$ cat config.mk
export PLATFORM = sky130hd
export DESIGN_NAME = ifu_fetch_ctrl
export DESIGN_NICKNAME = d
export VERILOG_FILES = /design/src/rtl/ifu_fetch_ctrl.sv
export SDC_FILE = /design/constraint.sdc
export NUM_CORES = 1
export LEC_CHECK = 0
export BUFFER_PORTS_ARGS = -buffer_cell sky130_fd_sc_hd__buf_2
export CAP_MARGIN = 20
export CORE_AREA = 2 2 178 180
export DETAILED_ROUTE_END_ITERATION = 10
export DIE_AREA = 0 0 180 182
export MAX_ROUTING_LAYER = met4
export PLACE_DENSITY = 0.7
export SLEW_MARGIN = 5
export SYNTH_ARGS = -nofsm -noshare
export SYNTH_HDL_FRONTEND = slang
export SYNTH_SLANG_ARGS = --single-unit
$ cat constraint.sdc
create_clock -name clock -period 5.4 [get_ports clock]
set_input_delay 0.81 -clock clock [delete_from_list [all_inputs] [get_ports clock]]
set_output_delay 0.81 -clock clock [all_outputs]
set_load 0.02 [all_outputs]
$ cat src/rtl/ifu_fetch_ctrl.sv
`default_nettype none
// ============================================================================
// Module   : ifu_fetch_ctrl
// Purpose  : fetch PC owner; issues 16B-aligned I-cache requests and delivers
//            each line realigned to the fetch PC. Option: IFU_MISALIGN_CHECK_EN
// Revision : 1.0
// ============================================================================
module ifu_fetch_ctrl #(
    parameter logic [63:0] RESET_PC = 64'h8000_0000
) (
    input  logic         clock,
    input  logic         reset_n,
    input  logic         fetch_inst,
    input  logic         mem_stall,
    input  logic         redirect_valid,
    input  logic [63:0]  redirect_target,
    output logic         icache_req_valid,
    input  logic         icache_req_ready,
    output logic [63:0]  icache_req_addr,
    input  logic         icache_resp_valid,
    input  logic [127:0] icache_resp_data,
    output logic [127:0] aligned_instr,
    output logic [3:0]   aligned_instr_valid,
    output logic [63:0]  pc,
    output logic         pc_operation_done,
    output logic         fetch_misalign
);

    typedef enum logic [1:0] {
        IDLE = 2'd0,
        REQ  = 2'd1,
        WAIT = 2'd2,
        DROP = 2'd3
    } state_t;

    state_t         state_q, state_d;
    logic [63:0]    fetch_pc_q, fetch_pc_d;
    logic           pending_q, pending_d;
    logic [127:0]   instr_q, instr_d;
    logic [3:0]     valid_q, valid_d;
    logic [63:0]    pc_q, pc_d;
    logic           done_q, done_d;
    logic           fetch_enable;
    logic [1:0]     offset;
    logic [63:0]    target_aligned;

    assign offset         = fetch_pc_q[3:2];
    assign target_aligned = redirect_target & ~64'h3;

`ifdef IFU_MISALIGN_CHECK_EN
    logic park_q, park_d;
    logic misalign_q, misalign_d;
    logic target_misaligned;

    assign target_misaligned = (redirect_target[1:0] != 2'b00);

    // A misaligned redirect parks fetch until an aligned redirect arrives.
    always_comb begin
        park_d     = park_q;
        misalign_d = 1'b0;
        if (redirect_valid) begin
            park_d     = target_misaligned;
            misalign_d = target_misaligned;
        end
    end

    always_ff @(posedge clock or negedge reset_n) begin
        if (!reset_n) begin
            park_q     <= 1'b0;
            misalign_q <= 1'b0;
        end else begin
            park_q     <= park_d;
            misalign_q <= misalign_d;
        end
    end

    assign fetch_enable   = !park_q;
    assign fetch_misalign = misalign_q;
`else
    assign fetch_enable   = 1'b1;
    assign fetch_misalign = 1'b0;
`endif

    always_comb begin
        state_d    = state_q;
        fetch_pc_d = fetch_pc_q;
        pending_d  = pending_q;
        instr_d    = instr_q;
        valid_d    = 4'b0000;
        pc_d       = pc_q;
        done_d     = 1'b0;

        case (state_q)
            IDLE: begin
                if (fetch_enable && (fetch_inst || pending_q)) begin
                    if (!mem_stall) begin
                        state_d   = REQ;
                        pending_d = 1'b0;
                    end else begin
                        pending_d = 1'b1;
                    end
                end
            end
            REQ: begin
                if (fetch_inst) pending_d = 1'b1;
                if (icache_req_ready) state_d = WAIT;
            end
            WAIT: begin
                if (fetch_inst) pending_d = 1'b1;
                if (icache_resp_valid) begin
                    instr_d    = icache_resp_data >> {offset, 5'b00000};
                    valid_d    = 4'b1111 >> offset;
                    pc_d       = fetch_pc_q;
                    done_d     = 1'b1;
                    fetch_pc_d = {fetch_pc_q[63:4] + 60'd1, 4'b0000};
                    state_d    = IDLE;
                end
            end
            DROP: begin
                if (fetch_inst) pending_d = 1'b1;
                if (icache_resp_valid) state_d = IDLE;
            end
            default: state_d = IDLE;
        endcase

        // Redirect overrides everything, including a same-cycle delivery.
        if (redirect_valid) begin
            fetch_pc_d = target_aligned;
            pending_d  = 1'b0;
            instr_d    = instr_q;
            valid_d    = 4'b0000;
            pc_d       = pc_q;
            done_d     = 1'b0;
            case (state_q)
                REQ:     state_d = icache_req_ready  ? DROP : IDLE;
                WAIT:    state_d = icache_resp_valid ? IDLE : DROP;
                DROP:    state_d = icache_resp_valid ? IDLE : DROP;
                default: state_d = IDLE;
            endcase
        end
    end

    always_ff @(posedge clock or negedge reset_n) begin
        if (!reset_n) begin
            state_q    <= IDLE;
            fetch_pc_q <= RESET_PC;
            pending_q  <= 1'b0;
            instr_q    <= '0;
            valid_q    <= 4'b0000;
            pc_q       <= '0;
            done_q     <= 1'b0;
        end else begin
            state_q    <= state_d;
            fetch_pc_q <= fetch_pc_d;
            pending_q  <= pending_d;
            instr_q    <= instr_d;
            valid_q    <= valid_d;
            pc_q       <= pc_d;
            done_q     <= done_d;
        end
    end

    assign icache_req_valid    = (state_q == REQ);
    assign icache_req_addr     = {fetch_pc_q[63:4], 4'b0000};
    assign aligned_instr       = instr_q;
    assign aligned_instr_valid = valid_q;
    assign pc                  = pc_q;
    assign pc_operation_done   = done_q;

endmodule
`default_nettype wire

==> metrics.md <==
| Metric | Value |
|---|---|
| Status | `complete, no violations` |
| Reg clk slew, reported paths | `60 ps` |
| Total Routing Usage GR | `0.249` |
| Design internal power | `4860 uW` |
| Gr ovfl total | `0` |
| Comb pwr share | `0.360` |
| Flop pwr share | `0.385` |
| Drt initial violations | `686` |
| Syn. warnings | `0` |
| Simple-Gate Fraction of Synth Area | `0.200` |
| Synth async-reset ratio | `1.00` |
| Cells after DPL | `2122` |
| Max Fclk | `0.284 GHz` |
| Xor and xnor fraction of the mapped netlist area | `0.0296` |
| WL/cell | `18.8 um` |
| Post-Synth Adder-Cell Area | `0.000961` |
| Max_slew headroom | `0.345` |
| Die width | `~180 um` |
| Root Buffer | `clkbuf_16` |
| Worst Setup End Kind | `flop` |
| Layout area overhead | `23.3%` |
| NumNets Final | `1951` |
| Vias | `roughly 12000` |
| First-pass GRT wire length | `63.5 mm` |
| Longest Clk Path Bufs | `3` |
| Clock Skews | `23.5 ps` |
| Period utilization | `0.652` |
| Post-Route WL | `41.0 mm` |
| VDD IR max | `0.000252 V` |
| Number of synthesized flops with an enable pin | `0` |
| Setup TNS | `0 ps` |
| Pin count of the biggest net entering global routing | `214` |
| Detailed Routing Iterations Pass 1 | `5` |
| Switching portion of total power | `0.395` |
| Seq cells post-synth | `259` |
| Die area | `roughly 0.033 mm2` |
| RePlAce Congestion | `0.908` |
| PortBufs | `452` |
| Die H | `182 um` |
| Initial antenna violation count | `7` |
| Count of cell types in the netlist | `49` |
| Max Slew Vio Count | `0` |
| Non-filler instance count after layout | `2180` |
| Fin. Hold Viols | `0` |
| CTS Hold Bufs | `0` |
| Mapped cell area | `0.0130 mm2` |
| Critical path destination | `aligned_instr[28]$_DFFE_PN0P_` |
| Postcts setup bufs | `0` |
| Multiplexer share of the synthesized area | `0.0836` |
| Synth Area in Compound Gates | `0.118` |
| Setup crit start kind | `flop` |
| Worst reg-to-reg path cell count | `6` |
| Starting Density | `0.420` |
| Post-synth top flop | `dfrtp_1` |
| Setup crit start | `state_q[1]$_DFFE_PN0P_` |
| CTS tree | `built` |
| Clock period minus worst slack | `3520 ps` |
| Number of CTS-inserted buffers | `29` |
| Max-Cap Viols | `0` |
| Sequential fraction of the synthesis area | `0.498` |
| Clock Sinks | `259` |
| Clock share of power | `0.255` |
| Required time of the critical path | `5820 ps` |
| RSZ-0062 raised after global routing | `no` |
| Worst Hold Class | `primary input to asynchronous set/reset pin` |
| Boundary Pins | `around 460` |
| ANT nets after route | `0` |
| Reg-to-Reg End | `aligned_instr[28]$_DFFE_PN0P_` |
| P per Cell Area | `501 mW/mm2` |
| Sw Pwr | `3180 uW` |
| Layout cell share with drive strength beyond 1 | `0.318` |
| Final Util | `0.518` |
| Rows | `65` |
| CTS H-tree lvls | `1` |
| Syn Inst Count | `1418` |
| Mapped Avg Cell Area | `9.19 um2` |
| Number of vias per cell | `5.32` |
| Final setup vio count | `0` |
| Critical Path AT | `3940 ps` |
| Main combinational cell family by area after synthesis | `simple AND/OR/NAND/NOR gates` |
| CTS resizes | `0` |
| Vias in the first global route | `11374` |
| FF-to-FF setup slack | `between 1500 and 2000 ps` |
| Slew @ Worst Pin | `983 ps` |
| Hpwl dp | `28.8 mm` |
| Tot Pwr | `8050 uW` |
| RR Startpoint | `state_q[1]$_DFFE_PN0P_` |
| Worst Path Max Fanout | `60` |
| Lkg Pwr | `roughly 0.008 uW` |
| Crit path kind | `flop to flop` |
| Clock latency on the worst-skew pair | `560 ps` |
| Core Region | `roughly 0.031 mm2` |
| DRC Markers | `0` |
[how the worst min path moves through the flow]
stage | from | to | slack [ps] | cells past startpoint
CTS | reset_n | pc[19]$_DFFE_PN0P_ | 310 | 1
global route | reset_n | fetch_pc_q[19]$_DFFE_PN0P_ | 340 | 1
finish | reset_n | pc[30]$_DFFE_PN0P_ | 310 | 1
floorplan | fetch_pc_q[63]$_DFFE_PN0P_ | pc[63]$_DFFE_PN0P_ | 470 | 2
detailed placement | aligned_instr[29]$_DFFE_PN0P_ | aligned_instr[29]$_DFFE_PN0P_ | 460 | 2
global placement | aligned_instr[9]$_DFFE_PN0P_ | aligned_instr[9]$_DFFE_PN0P_ | 450 | 2
[synthesized netlist by cell type (all sizes together), types with 2 or more instances]
cell    instances  area [um2]
nand2         398        1490
dfrtp         258        6460
o21ai          91         455
clkbuf         89         334
buf            78         549
mux2i          66         661
nor2           59         221
mux2           38         428
a21oi          35         175
o31ai          34         255
a22o           33         289
o211ai         32         240
xnor2          31         272
nand4          26         169
nor4           25         169
nand3          20         113
xor2           13         114
a31oi          12        75.1
or3            12        75.1
nor3           10        50.1
and4            9        78.8
inv             9        33.8
or4             8        71.3
and3            5        31.3
nor2b           5        31.3
and2            4        25.0
nand2b          2        12.5
nand3b          2        15.0
o31a            2        17.5
or2             2        12.5
[power by group through the flow]
stage / Clock [uW] / Sequential, uW / Combinational, uW
floorplan: 0 / 3850 / 1060
global placement: 0 / 3100 / 2860
detailed placement: 0 / 3120 / 2910
CTS: 2100 / 3090 / 2920
global route: 2180 / 3190 / 3130
finish: 2050 / 3100 / 2890
[sequential cells by signal, summed over array words and instances, names as in the netlist]
signal,flops
fetch_pc_q,62
pending_q,1
aligned_instr,128
state_q,2
aligned_instr_valid,4
pc,62
[layout by cell type, fill, tap and decap left out, drive strengths merged, types with 34 or more instances in the layout]
cell	n
a21oi	35
buf	463
clkbuf	38
dfrtp	258
mux2	38
mux2i	66
nand2	398
nor2	59
o21ai	91
o31ai	34
[area by class of cell]
cell class              instances  area, um2
clock buffers                  38        800
fillers                      2892      14900
clock inverters                14        179
repair buffers                463       2380
inverters                      10       38.8
well taps                     402        503
diodes                          6       15.0
flip-flops and latches        259       6490
multi-input cells             988       5660
[per-layer routing]
layer | share of wire | global-route usage | up-vias
met1 | 0.40 | 0.301 | 5578
met2 | 0.49 | 0.418 | 486
met3 | 0.077 | 0.0546 | 69
li1 | - | - | 5455
met5 | 0 | - | -
met4 | 0.025 | 0.0735 | 0
[logic make-up after synthesis]
family | Yosys count
xor gates and xnor gates | 44
DFF | 259
buffers and inverters | 177
adders and majority gates | 1
other | 1
and+or+nand+nor | 590
muxes | 104
AOI/OAI and AO/OA | 242
[critical path, cell delays in order, from the launching register on]
cell and delay (ps):
dfrtp_1 460, nand3b_1 470, nand2b_4 650, clkinv_2 920, buf_4 580, o211ai_1 140
nand2_1 90
[through the flow]
| stage | setup slack, ps | hold WS [ps] | area (um2) |
|---|---|---|---|
| 2_1_floorplan | 2850 | 471 | 13000 |
| 3_3_place_gp | 1440 | 454 | 15100 |
| 3_5_place_dp | 1370 | 456 | 15100 |
| 4_1_cts | 1840 | 307 | 16100 |
| 5_1_grt | 1500 | 336 | 16100 |
| 6_report | 1880 | 306 | 16100 |
Note: power is estimated with default switching activity, not from simulation.
